### config.mk
export PLATFORM = sky130hd
export DESIGN_NAME = factorial_engine_flat
export DESIGN_NICKNAME = d
export VERILOG_FILES = /design/src/rtl/factorial_engine_if.sv /design/src/rtl/factorial_engine.sv /design/src/flat_wrapper.sv
export SDC_FILE = /design/constraint.sdc
export NUM_CORES = 1
export LEC_CHECK = 0
export BUFFER_PORTS_ARGS = -buffer_cell sky130_fd_sc_hd__buf_2
export CORE_MARGIN = 1.5
export CORE_UTILIZATION = 43
export CTS_CLUSTER_DIAMETER = 60
export DETAILED_ROUTE_END_ITERATION = 12
export PLACE_DENSITY = 0.62
export SLEW_MARGIN = 10
export SYNTH_ARGS = -nofsm -noshare
export SYNTH_HDL_FRONTEND = slang
export SYNTH_SLANG_ARGS = --single-unit
### constraint.sdc
create_clock -name clk -period 3.9 [get_ports clk]
set_input_delay 0.195 -clock clk [delete_from_list [all_inputs] [get_ports clk]]
set_output_delay 0.195 -clock clk [all_outputs]
set_load 0.02 [all_outputs]
### src/rtl/factorial_engine_if.sv
// Host-side handshake bundle for factorial_engine: start/n request plus
// busy/done/result/ovf status. The host drives through the master modport,
// the engine attaches through the slave modport.
interface factorial_engine_if #(
  parameter int N_W   = 4,
  parameter int OUT_W = 32
);
  logic             start;
  logic [N_W-1:0]   n;
  logic             busy;
  logic             done;
  logic [OUT_W-1:0] result;
  logic             ovf;

  modport master (
    output start, n,
    input  busy, done, result, ovf
  );

  modport slave (
    input  start, n,
    output busy, done, result, ovf
  );
endinterface

### src/rtl/factorial_engine.sv
// factorial_engine: iterative n! computation with an internal controller.
// A start seen in IDLE captures n and loads the accumulator with 1; each
// MUL cycle multiplies acc by the down-counter until the counter reaches 1,
// then DONE raises a one-cycle done pulse and the block returns to IDLE.
// Overflow of any multiply into the upper N_W product bits sets a sticky ovf.
// Optional build macro FACT_SAT_EN: saturate the accumulator to all ones on
// the first overflowing multiply instead of keeping the truncated product.
module factorial_engine #(
  parameter int N_W   = 4,
  parameter int OUT_W = 32
) (
  input logic               clk,
  input logic               rst_n,
  factorial_engine_if.slave host
);

  localparam int PROD_W = OUT_W + N_W;

  typedef enum logic [1:0] {
    IDLE = 2'd0,
    MUL  = 2'd1,
    DONE = 2'd2
  } state_t;

  state_t            state;
  state_t            stateNext;
  logic [OUT_W-1:0]  acc;
  logic [N_W-1:0]    cnt;
  logic              ovfReg;
  logic              accept;
  logic              step;
  logic [PROD_W-1:0] product;
  logic              stepOvf;

  // Full-width product of accumulator and counter; never truncated here.
  function automatic logic [PROD_W-1:0] fullProduct(input logic [OUT_W-1:0] a,
                                                     input logic [N_W-1:0]   b);
    fullProduct = PROD_W'(a) * PROD_W'(b);
  endfunction

  // A product overflows when any bit above the accumulator width is set.
  function automatic logic productOverflows(input logic [PROD_W-1:0] p);
    productOverflows = |p[PROD_W-1:OUT_W];
  endfunction

`ifdef FACT_SAT_EN
  // Clamp to all ones once this run has overflowed, so the value stays
  // pinned even as counting continues.
  function automatic logic [OUT_W-1:0] nextAcc(input logic [PROD_W-1:0] p,
                                               input logic              ovfSoFar);
    if (ovfSoFar || productOverflows(p)) nextAcc = '1;
    else                                 nextAcc = p[OUT_W-1:0];
  endfunction
`else
  // Wrap-around: keep the low OUT_W bits and keep iterating on them.
  function automatic logic [OUT_W-1:0] nextAcc(input logic [PROD_W-1:0] p);
    nextAcc = p[OUT_W-1:0];
  endfunction
`endif

  // Multiplier datapath and per-step overflow detect.
  always_comb begin
    product = fullProduct(acc, cnt);
    stepOvf = productOverflows(product);
  end

  // State register; reset aborts any run in progress.
  always_ff @(posedge clk or negedge rst_n) begin
    if (!rst_n) state <= IDLE;
    else        state <= stateNext;
  end

  // Next-state logic, datapath enables and handshake outputs.
  always_comb begin
    stateNext = state;
    accept    = 1'b0;
    step      = 1'b0;
    host.busy = 1'b1;
    host.done = 1'b0;
    unique case (state)
      IDLE: begin
        host.busy = 1'b0;
        if (host.start) begin
          accept    = 1'b1;
          stateNext = MUL;
        end
      end
      MUL: begin
        // Unsigned compare: n=0 falls straight through like n=1.
        if (cnt > N_W'(1)) step = 1'b1;
        else               stateNext = DONE;
      end
      DONE: begin
        host.done = 1'b1;
        stateNext = IDLE;
      end
      default: begin
        stateNext = IDLE;
      end
    endcase
  end

  // Accumulator, down-counter and sticky overflow flag.
  always_ff @(posedge clk or negedge rst_n) begin
    if (!rst_n) begin
      acc    <= '0;
      cnt    <= '0;
      ovfReg <= 1'b0;
    end else if (accept) begin
      acc    <= OUT_W'(1);
      cnt    <= host.n;
      ovfReg <= 1'b0;
    end else if (step) begin
`ifdef FACT_SAT_EN
      acc    <= nextAcc(product, ovfReg);
`else
      acc    <= nextAcc(product);
`endif
      cnt    <= cnt - N_W'(1);
      ovfReg <= ovfReg | stepOvf;
    end
  end

  // Result mirrors the accumulator so it holds between runs.
  always_comb begin
    host.result = acc;
    host.ovf    = ovfReg;
  end

`ifndef SYNTHESIS
  // done is a single-cycle pulse.
  a_donePulse: assert property (@(posedge clk) disable iff (!rst_n)
    host.done |=> !host.done);
  // done only ever appears while busy.
  a_doneBusy: assert property (@(posedge clk) disable iff (!rst_n)
    host.done |-> host.busy);
`endif

endmodule

### src/flat_wrapper.sv
// flat-port wrapper written by rule: the top's interface ports become plain ports
module factorial_engine_flat 
#(
  parameter int N_W   = 4,
  parameter int OUT_W = 32
)
  (clk, rst_n, host_start, host_n, host_busy, host_done, host_result, host_ovf);
  factorial_engine_if #(.N_W(N_W), .OUT_W(OUT_W)) host_i ();
  input logic clk;
  input logic rst_n;
  input wire logic [$bits(host_i.start)-1:0] host_start;
  input wire logic [$bits(host_i.n)-1:0] host_n;
  output wire logic [$bits(host_i.busy)-1:0] host_busy;
  output wire logic [$bits(host_i.done)-1:0] host_done;
  output wire logic [$bits(host_i.result)-1:0] host_result;
  output wire logic [$bits(host_i.ovf)-1:0] host_ovf;
  assign host_i.start = host_start;
  assign host_i.n = host_n;
  assign host_busy = host_i.busy;
  assign host_done = host_i.done;
  assign host_result = host_i.result;
  assign host_ovf = host_i.ovf;
  factorial_engine #(.N_W(N_W), .OUT_W(OUT_W)) u_core (.clk(clk), .rst_n(rst_n), .host(host_i));
endmodule
==> impl_metrics.py, run 1 <==
metrics = {
    "synth": {
        "synth-seq-cells": 39,
        "synth_top_area_frac": 0.2133,
        "synthDominantAreaCellType": "fa_1",
        "synth_cell_types": 53,
        "syn-instance-count": 685,
        "seq_area_frac_synth": 0.1733,
        "ys_warn_count": 0,
        "syn_area_um2": 5630,
        "synthesis.area_per_instance_um2": 8.220,
        "synth-edff-count": 0,
        "asyncSetResetFlopFracSynth": 1.000,
        "postSynth.topFlopCell": "dfrtp_1",
        "ys_top_cells_by_area": "fa_1 21%, dfrtp_1 17%, and2_1 10%",
        "syn_nets": 794,
    },
    "finish": {
        "final_layout_size_suffix_gt1_frac": 0.3224,
        "most_used_cells_in_the_layout_excluding_fill_and_tap_cells": "99 x inv_1, 79 x and2_1, 75 x buf_4",
        "num-nets-final": 902,
        "num-fill-cells": 1175,
        "final_common_cell": "inv_1",
        "final_core_util": 0.5834,
        "area_delta_synth_final_pct": 31.82,
        "diodes": 0,
    },
    "status": {
        "run_status": "complete, but fails checks",
        "failed_checks": "negative setup slack",
    },
    "floorplan": {
        "die_y_um": 117.4,
        "core-area_um2": 12720,
        "core.rowCount": 41,
        "floorplan.die_area_um2": 13790,
        "initial_utilization": 0.4426,
        "width_of_the_die_um": 117.4,
        "ioPinCount": 42,
    },
    "clock_tree": {
        "numCtsBuffers": 5,
        "h-tree-depth": 2,
        "clock-sinks": 39,
        "clock_insertion_delay_worst_skew_ns": 0.29,
        "tritoncts": "done",
        "cts_max_path_buffers": 2,
        "post_cts_hold_buffer_count": 0,
        "clk_pin_slew_worst_paths_ns": 0.07,
        "root_buffer": "clkbuf_16",
    },
    "timing": {
        "worst_slew_margin": 0.2986,
        "hold_viol": 0,
        "final_max_slew_viol_count": 0,
        "share_of_the_clock_period_used_by_the_worst_path": 1.023,
        "worstMarginPinSlew_ns": 1.052,
        "period_minus_slack_ns": 3.990,
        "setup_repair_after_global_routing_missed_its_margin": "yes",
        "fin_skew_ns": 0.005221,
        "timing.final.ws_setup_ns": -0.08953,
        "setup_viol": 5,
        "fmax_mhz": 250.7,
    },
    "worst_setup_path": {
        "timing.critical_path.max_delay_family": "compound AO/OA/AOI/OAI gates",
        "arrival_ns": 4.20,
        "rrSetupSlack_ns": -0.09,
        "critPathMaxFanout": 5,
        "cp_cell_sequence": "buf_12, nand2_4, fa_1, inv_2, fa_2, fa_2, a211oi_2, o21ai_2, a211o_2, a211oi_4, o21bai_2, a311oi_2, o21ai_1, xnor2_1, a31oi_1",
        "worst_r2r_startpoint": "u_core.cnt[2]$_DFFE_PN0P_",
        "crit_path_max_incr_delay_ns": 0.51,
        "cpMostUsedCell": "fa_2",
        "rr_endpoint": "u_core.host.ovf$_DFFE_PN0P_",
        "critPathRequiredTime_ns": 4.11,
        "critical_path.slowest_cell": "fa_1",
        "crit_path_end_kind": "register",
        "cp_num_buf_inv": 2,
        "ff2ff_path_depth": 15,
        "worst_setup_path_start_kind": "register",
        "kind_of_critical_path": "register to register",
    },
    "placement": {
        "gp_congestion": 0.8635,
        "port_buffers": 41,
        "dp.final_hpwl_um": 11100,
    },
    "route": {
        "drtPass1Iterations": 4,
        "vias": 4989,
        "drc": 0,
        "detail_route.iter0.violations": 214,
        "avgRoutedWirePerCell_um": 16.08,
        "detail_route_antenna_nets": 0,
        "totalWireLength_um": 15540,
        "vias_per_cell": 5.165,
    },
    "global_route": {
        "grt_first_pass_wirelength_um": 25180,
        "global_route.usage.total": 0.2212,
        "first_global_vias": 5146,
        "grt_antenna_before_repair": 0,
        "pin_count_of_the_biggest_net_entering_global_routing": 40,
        "congestion_overflow_gr": 0,
    },
    "hold_path": {
        "hold_path_class": "input pin to asynchronous set/reset pin",
    },
    "flow_run": {
        "max_cap_viol_count": 0,
    },
}
==> cell usage after synthesis, types with 2 or more instances <==
cell type,count
inv_1,120
xor2_1,13
o31ai_1,3
nor3_1,4
ha_1,42
nor2b_1,4
clkbuf_1,25
xnor2_1,17
nand2_1,62
and2_1,93
a31oi_1,4
a211oi_2,2
nor2_1,22
a21o_1,17
o21ai_1,6
a21oi_1,32
nor4_1,2
and3_1,2
o21bai_1,2
o21a_1,4
a2111oi_2,3
dfrtp_1,39
a211o_2,2
nand3_1,34
a211oi_1,5
nand2b_1,3
o21ai_0,38
fa_1,60
==> logic make-up (layout without fill, tap and decap cells) <==
| logic type | Yosys count | in the layout | synth area share |
|---|---|---|---|
| mux | 1 | 1 | 0.001778 |
| buf+inv | 147 | 256 | 0.1000 |
| simple gates | 234 | 234 | 0.2160 |
| flops | 39 | 39 | 0.1733 |
| fa+ha+maj | 102 | 102 | 0.3067 |
| compound gates | 132 | 132 | 0.1556 |
| xor+xnor | 30 | 30 | 0.04667 |
==> per-layer routing <==
layer  track usage  vias to the layer above  wire (um)
met2        0.3879                       76       7829
li1              -                     2399          -
met3       0.02237                       17        424
met4       0.04707                        0        237
met1        0.2957                     2497       7047
met5             0                        -          0
==> flip-flops by register name, indices dropped and copies added, names as in the netlist <==
register / cells
u_core.host.result: 32
u_core.host.ovf: 1
u_core.cnt: 4
u_core.state: 2
==> worst max path at each step <==
stage,to,start,cells past startpoint
6_report,u_core.host.ovf$_DFFE_PN0P_,u_core.cnt[2]$_DFFE_PN0P_,15
3_3_place_gp,u_core.host.ovf$_DFFE_PN0P_,u_core.cnt[3]$_DFFE_PN0P_,16
4_1_cts,u_core.host.ovf$_DFFE_PN0P_,u_core.cnt[3]$_DFFE_PN0P_,15
5_1_grt,u_core.host.ovf$_DFFE_PN0P_,u_core.cnt[3]$_DFFE_PN0P_,16
2_1_floorplan,u_core.host.ovf$_DFFE_PN0P_,u_core.cnt[2]$_DFFE_PN0P_,18
3_5_place_dp,u_core.host.ovf$_DFFE_PN0P_,u_core.cnt[3]$_DFFE_PN0P_,16
==> per-stage QoR <==
stage                     setup WS, ns  setup TNS, ns  cell area (um2)  hold slack, ns  cells
after floorplan               -0.03179       -0.03179             5878         -0.1006    685
after global placement         -0.1555        -0.5993             6708          0.4164    948
after detailed placement       -0.2582         -1.393             6708          0.4243    948
after CTS                      -0.1243        -0.5233             6974          0.1190    957
after global routing           -0.2818         -1.967             7422          0.1587    966
final                         -0.08953        -0.2422             7422         0.09326    966
==> worst reg2reg max path, stage by stage (launching register included) <==
cell,delay [ns]
dfrtp_2,0.50
buf_12,0.17
nand2_4,0.05
fa_1,0.51
inv_2,0.04
fa_2,0.45
fa_2,0.42
a211oi_2,0.26
o21ai_2,0.10
a211o_2,0.31
a211oi_4,0.29
o21bai_2,0.12
a311oi_2,0.27
o21ai_1,0.13
xnor2_1,0.13
a31oi_1,0.16
==> repair_timing <==
action                                  in CTS  in global routing
cloned                                       1                  4
pin swaps                                   15                 51
resized for setup                           27                100
endpoints found under the setup margin      12                 18
setup buffers                                0                  5
==> final cells by class <==
cell class	count	area (um2)	share of cell area
Multi-Input combinational cell	499	4682	0.6308
Sequential cell	39	979.7	0.1320
Timing Repair Buffer	128	957.2	0.1290
Inverter	120	450.4	0.06069
Tap cell	172	215.2	0.02900
Clock buffer	7	132.6	0.01787
Clock inverter	1	5.005	0.0006743
Power of run 1 is left out: the tool's default activity adds up to more than one toggle a clock period on the data nets, which glitch-free logic cannot reach.
==> run 2: changes to the inputs <==
Settings changed: REMOVE_ABC_BUFFERS set to 1.
==> impl_metrics.py, run 2 (synthesis gave the netlist of run 1 again) <==
metrics = {
    "status": {
        "run_status": "complete, but fails checks",
        "failed_checks": "negative setup slack",
    },
    "route": {
        "vias": 4999,
        "drc": 0,
        "drtPass1Iterations": 4,
        "vias_per_cell": 5.154,
        "totalWireLength_um": 15600,
        "avgRoutedWirePerCell_um": 16.08,
        "detail_route.iter0.violations": 219,
        "detail_route_antenna_nets": 0,
    },
    "timing": {
        "period_minus_slack_ns": 4.042,
        "timing.final.ws_setup_ns": -0.1425,
        "share_of_the_clock_period_used_by_the_worst_path": 1.037,
        "setup_repair_after_global_routing_missed_its_margin": "yes",
        "fmax_mhz": 247.4,
        "worstMarginPinSlew_ns": 1.181,
        "tns_ns": -0.3659,
        "final_max_slew_viol_count": 0,
        "hold_viol": 0,
        "worst_slew_margin": 0.2110,
        "fin_skew_ns": 0.01384,
        "setup_viol": 4,
    },
    "floorplan": {
        "ioPinCount": 42,
        "width_of_the_die_um": 117.4,
        "core-area_um2": 12720,
        "initial_utilization": 0.4426,
        "floorplan.die_area_um2": 13790,
        "die_y_um": 117.4,
        "core.rowCount": 41,
    },
    "clock_tree": {
        "numCtsBuffers": 5,
        "h-tree-depth": 2,
        "post_cts_hold_buffer_count": 0,
        "clk_pin_slew_worst_paths_ns": 0.07,
        "root_buffer": "clkbuf_16",
        "cts_max_path_buffers": 2,
        "clock-sinks": 39,
        "clock_insertion_delay_worst_skew_ns": 0.30,
        "tritoncts": "done",
    },
    "finish": {
        "diodes": 0,
        "area_delta_synth_final_pct": 32.13,
        "most_used_cells_in_the_layout_excluding_fill_and_tap_cells": "103 x inv_1, 78 x and2_1, 77 x buf_4",
        "multi_input_area_um2": 4647,
        "final_common_cell": "inv_1",
        "final-seq-area_um2": 977.2,
        "num-fill-cells": 1180,
        "num-nets-final": 906,
        "largest_reg_flops": 32,
        "final_layout_size_suffix_gt1_frac": 0.3183,
        "final_core_util": 0.5848,
    },
    "worst_setup_path": {
        "worst_r2r_startpoint": "u_core.cnt[3]$_DFFE_PN0P_",
        "critical_path.slowest_cell": "fa_1",
        "cp_cell_sequence": "buf_12, buf_4, and2_1, fa_1, inv_1, fa_1, inv_1, ha_4, a21oi_2, o21a_1, nand3_2, a211oi_4, o21bai_2, a311oi_2, buf_4, xor2_2, o21ai_1",
        "kind_of_critical_path": "register to register",
        "critPathMaxFanout": 8,
        "worst-path-stages": 17,
        "critPathRequiredTime_ns": 4.08,
        "critical_path_source": "u_core.cnt[3]$_DFFE_PN0P_",
        "arrival_ns": 4.22,
        "cp_num_buf_inv": 5,
        "worst_setup_path_start_kind": "register",
        "ff2ff_path_depth": 17,
        "timing.critical_path.max_delay_family": "adder cells",
        "crit_path_max_incr_delay_ns": 0.54,
        "crit_path_end_kind": "register",
    },
    "global_route": {
        "first_global_vias": 5270,
        "grt_antenna_before_repair": 0,
        "pin_count_of_the_biggest_net_entering_global_routing": 40,
        "global_route.usage.total": 0.2255,
        "grt_first_pass_wirelength_um": 25470,
        "congestion_overflow_gr": 0,
    },
    "placement": {
        "port_buffers": 41,
        "gp_congestion": 0.8630,
        "placement.setup.worst_slack_ns": -0.2651,
        "dp.final_hpwl_um": 10870,
    },
    "hold_path": {
        "hold_path_class": "input pin to asynchronous set/reset pin",
    },
    "flow_run": {
        "max_cap_viol_count": 0,
    },
}
[run 2: through the flow]
step / area [um2] / cells / hold slack, ns
after detailed placement: 6561 / 947 / 0.4264
after CTS: 7002 / 962 / 0.09969
after floorplan: 5518 / 658 / -0.1006
final: 7440 / 970 / 0.06260
after global routing: 7440 / 970 / 0.1348
after global placement: 6561 / 947 / 0.4089
[run 2: final timing paths]
kind,slack [ns],to
max,-0.14,u_core.host.result[30]$_DFFE_PN0P_
min,0.06,u_core.host.result[6]$_DFFE_PN0P_
max reg2reg,-0.14,u_core.host.result[30]$_DFFE_PN0P_
min reg2reg,0.60,u_core.state[1]$_DFFE_PN0P_
max in group asynchronous,3.15,u_core.cnt[3]$_DFFE_PN0P_
min in group clk,0.12,u_core.cnt[3]$_DFFE_PN0P_
[run 2: cell type report]
cell class,count,share of cell area
multi-input cells,499,0.6246
well taps,172,0.02893
clock buffers,6,0.01867
inverters,120,0.06054
repair buffers,132,0.1337
clock inverters,2,0.002186
flip-flops and latches,39,0.1313
[run 2: timing repair]
action                                  CTS  global route
gates resized for setup                  42            89
pin swaps                                15            78
buffers inserted                          7             9
gates cloned                              0             1
endpoints found under the hold margin     0             0
endpoints found under the setup margin   14            19
[run 2: per-layer routing]
metal / global-route usage / wire (um) / vias up
met5: 0 / 0 / -
met4: 0.05401 / 167 / 0
met3: 0.02189 / 375 / 14
met2: 0.4114 / 8246 / 82
met1: 0.2865 / 6811 / 2492
li1: - / - / 2411
Power of run 2 is left out for the same reason.
